--- src/rtl/data_mem_pkg.sv ---
// Shared types and default sizing for the parametrised data memory.
package data_mem_pkg;

  typedef enum logic {CLEAR, READY} state_e;

  localparam int DEF_W            = 8;
  localparam int DEF_AW           = 8;
  localparam int DEF_DEPTH        = 256;
  localparam int DEF_WIN          = 4;
  localparam int DEF_READ_LATENCY = 0;

endpackage

--- src/rtl/data_mem_clear_seq.sv ---
// Post-reset clear sweep: zeroes one word per cycle, then raises ready.
module data_mem_clear_seq
  import data_mem_pkg::*;
#(
  parameter int AW    = DEF_AW,
  parameter int DEPTH = DEF_DEPTH
) (
  input  logic          clk,
  input  logic          reset,
  output logic          ready,
  output logic          clr_we,
  output logic [AW-1:0] clr_addr
);

  localparam logic [AW-1:0] LAST = AW'(DEPTH - 1);

  state_e        state_q, state_d;
  logic [AW-1:0] cnt_q, cnt_d;

  always_comb begin
    state_d = state_q;
    cnt_d   = cnt_q;
    case (state_q)
      CLEAR: begin
        if (cnt_q == LAST) begin
          state_d = READY;
          cnt_d   = '0;
        end else begin
          cnt_d = cnt_q + 1'b1;
        end
      end
      default: state_d = READY;
    endcase
  end

  always_ff @(posedge clk) begin
    if (reset) begin
      state_q <= CLEAR;
      cnt_q   <= '0;
    end else begin
      state_q <= state_d;
      cnt_q   <= cnt_d;
    end
  end

  assign ready    = (state_q == READY);
  assign clr_we   = (state_q == CLEAR);
  assign clr_addr = cnt_q;

endmodule

--- src/rtl/data_mem_ctl.sv ---
// Configurable data memory with CPU port, handshaked load port and clear sweep.
// Optional low-word mirror on WindowOut is enabled by defining DATA_MEM_WINDOW_EN.
module data_mem_ctl
  import data_mem_pkg::*;
#(
  parameter int W            = DEF_W,
  parameter int AW           = DEF_AW,
  parameter int DEPTH        = DEF_DEPTH,
  parameter int READ_LATENCY = DEF_READ_LATENCY,
  parameter int WIN          = DEF_WIN
) (
  input  logic           clk,
  input  logic           reset,
  input  logic [AW-1:0]  DataAddress,
  input  logic           ReadMem,
  input  logic           WriteMem,
  input  logic [W-1:0]   DataIn,
  output logic [W-1:0]   DataOut,
  output logic           Ready,
  input  logic           LoadValid,
  output logic           LoadReady,
  input  logic [AW-1:0]  LoadAddr,
  input  logic [W-1:0]   LoadData,
  output logic [WIN*W-1:0] WindowOut
);

  localparam int IW = (DEPTH > 1) ? $clog2(DEPTH) : 1;

  logic          clr_we;
  logic [AW-1:0] clr_addr;
  logic          cpu_in, load_in;
  logic          wr_en;
  logic [AW-1:0] wr_addr;
  logic [W-1:0]  wr_data;
  logic [W-1:0]  rd_data;
  logic [W-1:0]  core_q [DEPTH];

  data_mem_clear_seq #(.AW(AW), .DEPTH(DEPTH)) u_clear_seq (
    .clk      (clk),
    .reset    (reset),
    .ready    (Ready),
    .clr_we   (clr_we),
    .clr_addr (clr_addr)
  );

  if (DEPTH >= (1 << AW)) begin : g_full_range
    assign cpu_in  = 1'b1;
    assign load_in = 1'b1;
  end else begin : g_part_range
    assign cpu_in  = (DataAddress < AW'(DEPTH));
    assign load_in = (LoadAddr < AW'(DEPTH));
  end

  assign LoadReady = Ready & ~WriteMem;

  // At most one writer per cycle: the sweep owns the array until Ready, then CPU beats load.
  always_comb begin
    wr_en   = 1'b0;
    wr_addr = '0;
    wr_data = '0;
    if (!reset) begin
      if (clr_we) begin
        wr_en   = 1'b1;
        wr_addr = clr_addr;
      end else if (WriteMem) begin
        wr_en   = cpu_in;
        wr_addr = DataAddress;
        wr_data = DataIn;
      end else if (LoadValid && LoadReady) begin
        wr_en   = load_in;
        wr_addr = LoadAddr;
        wr_data = LoadData;
      end
    end
  end

  always_ff @(posedge clk) begin
    if (wr_en) core_q[wr_addr[IW-1:0]] <= wr_data;
  end

  assign rd_data = cpu_in ? core_q[DataAddress[IW-1:0]] : '0;

  if (READ_LATENCY == 0) begin : g_comb_read
    logic unused_read_en;
    assign unused_read_en = ReadMem;
    assign DataOut        = rd_data;
  end else begin : g_reg_read
    logic [W-1:0] dout_q, dout_d;
    always_comb dout_d = ReadMem ? rd_data : dout_q;
    always_ff @(posedge clk) begin
      if (reset) dout_q <= '0;
      else       dout_q <= dout_d;
    end
    assign DataOut = dout_q;
  end

`ifdef DATA_MEM_WINDOW_EN
  logic [W-1:0] win_q [WIN];
  logic [W-1:0] win_d [WIN];

  always_comb begin
    win_d = win_q;
    for (int i = 0; i < WIN; i++) begin
      if (wr_en && (wr_addr == AW'(i))) win_d[i] = wr_data;
    end
  end

  always_ff @(posedge clk) begin
    if (reset) begin
      for (int i = 0; i < WIN; i++) win_q[i] <= '0;
    end else begin
      win_q <= win_d;
    end
  end

  always_comb begin
    WindowOut = '0;
    for (int i = 0; i < WIN; i++) WindowOut[i*W +: W] = win_q[i];
  end
`else
  assign WindowOut = '0;
`endif

endmodule

--- config.mk ---
export PLATFORM = sky130hd
export DESIGN_NAME = data_mem_ctl
export DESIGN_NICKNAME = d
export VERILOG_FILES = /design/src/rtl/data_mem_pkg.sv /design/src/rtl/data_mem_clear_seq.sv /design/src/rtl/data_mem_ctl.sv
export SDC_FILE = /design/constraint.sdc
export NUM_CORES = 2
export LEC_CHECK = 0
export CORE_MARGIN = 2
export CORE_UTILIZATION = 33
export CTS_CLUSTER_SIZE = 25
export DETAILED_ROUTE_END_ITERATION = 12
export GPL_TIMING_DRIVEN = 0
export HOLD_SLACK_MARGIN = 0.08
export PLACE_DENSITY = 0.59
export SYNTH_ARGS = -nofsm -noshare
export SYNTH_HDL_FRONTEND = slang
export SYNTH_SLANG_ARGS = --single-unit
--- constraint.sdc ---
create_clock -name clk -period 23.6 [get_ports clk]
set_input_delay 5.9 -clock clk [delete_from_list [all_inputs] [get_ports clk]]
set_output_delay 5.9 -clock clk [all_outputs]
set_load 0.1 [all_outputs]
==> impl_metrics.env <==
export IMPL_status="complete, but fails checks"
export IMPL_violations="capacitance limit, slew limit"
export IMPL_ys_types=63
export IMPL_clock_sinks=2057
export IMPL_antenna_found_initial=13
export IMPL_min_to="u_clear_seq.clr_addr[6]$_SDFFE_PP0N_"
export IMPL_clockRootBuffer="clkbuf_16"
export IMPL_path_max_fanout=10
export IMPL_crit_type="in -> out"
export IMPL_worstSetupStartpoint="DataAddress[1]"
export IMPL_powerDensity_mw_per_mm2=81.67
export IMPL_preCtsSetupSlack_ns=4.502
export IMPL_dr_pass1_iters=8
export IMPL_drt_initial_drc_count=7269
export IMPL_synth_main_ff_cell="edfxtp_1"
export IMPL_pin_count=79
export IMPL_die_y_um=497.3
export IMPL_die_area_sq_mm=0.2473
export IMPL_cts_max_level=4
export IMPL_grt_pass1_vias=41090
export IMPL_placementRows=181
export IMPL_fin_crit_sh_pct=81.79
export IMPL_finalClockSkew_ns=0.03464
export IMPL_drc=0
export IMPL_core_sq_mm=0.2425
export IMPL_yosysMostFrequentCell="edfxtp_1"
export IMPL_avgSynthCellArea_sq_um=21.32
export IMPL_timing_final_ws_setup_ns=4.297
export IMPL_seq_area_frac_synth_pct=76.82
export IMPL_rr_startpoint="u_clear_seq.ready$_SDFF_PP0_"
export IMPL_nets=4135
export IMPL_grtUsageTotal_pct=20.23
export IMPL_async_flop_share_pct=0
export IMPL_ys_seq_elements=2057
export IMPL_gp_congestion=0.9174
export IMPL_postLayoutCellArea_sq_mm=0.09255
export IMPL_synth_commonest_cells="edfxtp_1, mux4_2, nor2_1"
export IMPL_seq_power_share_pct=52.4
export IMPL_worstMarginPinSlew_ns=1.570
export IMPL_p_sw_w=0.001701
export IMPL_cts_setup_buffers=0
export IMPL_finalWirelength_um=256700
export IMPL_fin_crit_ns=19.30
export IMPL_ant_nets=0
export IMPL_fmax_mhz=51.81
export IMPL_syn_area_sq_mm=0.08029
export IMPL_maxSlewViolCount=46
export IMPL_ys_warn_count=0
export IMPL_grt_pass1_wl_um=343500
export IMPL_reg2reg_slack_ns=18.97
export IMPL_min_path_cells=2
export IMPL_cts_buffers=207
export IMPL_synth_edf_count=2048
export IMPL_ys_top_cells_by_area="edfxtp_1, mux4_2, mux2i_1"
export IMPL_worstHoldStart="u_clear_seq.clr_addr[6]$_SDFFE_PP0N_"
export IMPL_synth_largest_area_cell="edfxtp_1"
export IMPL_setup_tns_ns=0
export IMPL_vias=42410
export IMPL_cts_resized=0
export IMPL_cap_violations=8
export IMPL_hpwl_um=173700
export IMPL_routedWlPerCell_um=34.31
export IMPL_relSlewSlack_pct=-5.654
export IMPL_synth_top_area_share_pct=76.59
export IMPL_power_share_clock_pct=42.6
export IMPL_synth_cells=3766
export IMPL_fp_dieW_um=497.3
export IMPL_final_layout_size_suffix_gt1_share_pct=23.80
export IMPL_worst_ep_required_time_ns=17.70
export IMPL_cp_start_kind="primary input"
export IMPL_rsz0062_at_grt="false"
export IMPL_hold_violations=0
export IMPL_grt_ovfl_total=0
export IMPL_p_leak_nw=32.25
export IMPL_placed_cell_area_sq_mm=0.08595
export IMPL_io_buffers=39
export IMPL_cts_buffer_depth=3
export IMPL_finalSetupViolCount=0
export IMPL_syn_to_final_growth_pct=15.26
export IMPL_cts_clk_slew_worst_paths_ns=0.06
export IMPL_power_frac_comb_pct=5.0
export IMPL_cp_arrival_ns=13.40
export IMPL_p_total_w=0.007558
export IMPL_ir_drop_v=0.00006491
export IMPL_r2r_end="core_q[208][0]$_DFFE_PP_"
export IMPL_r2r_cells=8
export IMPL_viasPerCell=5.668
export IMPL_cts_tree="done"
export IMPL_hold_class="reg -> reg"
export IMPL_start_util_pct=33.10
export IMPL_swShare_pct=22.51
export IMPL_internal_power_w=0.005857
export IMPL_crit_path_end_kind="output port"
export IMPL_clock_latency_ns=0.89
export IMPL_grt_max_degree=52
export IMPL_hold_worst_slack_ns=0.5586
export IMPL_cts_hold_fix_buffers=0
-- power by group through the flow --
stage                     sequential, W  combinational, W  clock [W]
after floorplan                 0.00404          0.000203          0
after global placement          0.00404          0.000367          0
after detailed placement        0.00404          0.000369          0
after CTS                       0.00396          0.000370    0.00324
after global routing            0.00396          0.000376    0.00338
final                           0.00396          0.000378    0.00322
-- final cells by class --
type | instances | area [sq um]
Clock inverter | 134 | 1172
Timing Repair Buffer | 91 | 1436
Clock buffer | 252 | 5410
Buffer | 256 | 1650
Fill cell | 21580 | 150000
Antenna cell | 5 | 12.51
Tap cell | 3202 | 4006
Multi-Input combinational cell | 1479 | 17160
Sequential cell | 2057 | 61680
Inverter | 5 | 18.77
-- critical path, stage by stage --
cell and delay (ns):
clkdlybuf4s50_1 0.74, buf_4 0.36, buf_2 0.45, nand2_1 0.41
buf_1 0.54, buf_1 0.59, o221ai_1 0.51, a21oi_1 0.13
o32ai_1 0.76, a211oi_1 0.35, a211oi_1 1.23, clkdlybuf4s50_1 1.37
-- cell families after synthesis --
family | after synthesis | synth area share [%]
other | 1 | 0.004670
buffers and inverters | 261 | 2.043
adder cells (fa/ha/maj) | 1 | 0.01558
flip-flops | 2057 | 76.82
XOR/XNOR | 6 | 0.06545
AO/OA/AOI/OAI | 358 | 3.313
multiplexers | 635 | 15.34
AND/OR/NAND/NOR | 447 | 2.401
-- metal layers --
metal,part of all wire (%),vias to the layer above,GRT usage (%),wire length [um]
met5,0.050,-,0.1929,129
met4,5.7,10,10.13,14740
met3,11,648,5.116,27100
met2,46,2698,31.27,117000
met1,38,22570,26.50,97660
li1,-,16480,-,-
-- worst max-delay path by stage --
stage,to,cells past startpoint,slack (ns)
after floorplan,DataOut[6],10,7.32
after global placement,core_q[76][3]$_DFFE_PP_,6,0.91
after detailed placement,DataOut[1],12,4.50
after CTS,DataOut[1],12,4.46
after global routing,DataOut[1],11,4.72
final,DataOut[1],12,4.30
-- sequential cells by signal, indices dropped and copies added (netlist names) --
name and cells:
u_clear_seq.clr_addr 8, u_clear_seq.ready 1, core_q 2048
-- placed cells by master, fill, tap and decap left out, types with 36 or more instances in the layout --
| cell | Yosys | routed |
|---|---|---|
| nor2_1 | 305 | 297 |
| buf_4 | 54 | 56 |
| clkbuf_16 | 0 | 208 |
| a21oi_1 | 60 | 60 |
| buf_12 | 6 | 52 |
| o221ai_1 | 54 | 54 |
| clkbuf_1 | 95 | 117 |
| clkdlybuf4s50_1 | 0 | 39 |
| mux2i_1 | 146 | 146 |
| a221oi_1 | 45 | 45 |
| clkinv_2 | 0 | 36 |
| edfxtp_1 | 2048 | 2048 |
| buf_2 | 51 | 56 |
| nand2_1 | 58 | 58 |
| a22oi_1 | 55 | 55 |
| mux4_2 | 475 | 475 |
| clkinv_1 | 1 | 61 |
-- per-stage QoR --
| stage | instances | utilization, % |
|---|---|---|
| 2_1_floorplan | 3797 | - |
| 3_3_place_gp | 7038 | 34.97 |
| 3_5_place_dp | 7090 | 35.44 |
| 4_1_cts | 7476 | 38.15 |
| 5_1_grt | 7478 | 38.15 |
| 6_report | 7481 | 38.16 |
(Power assumes the default switching activity.)
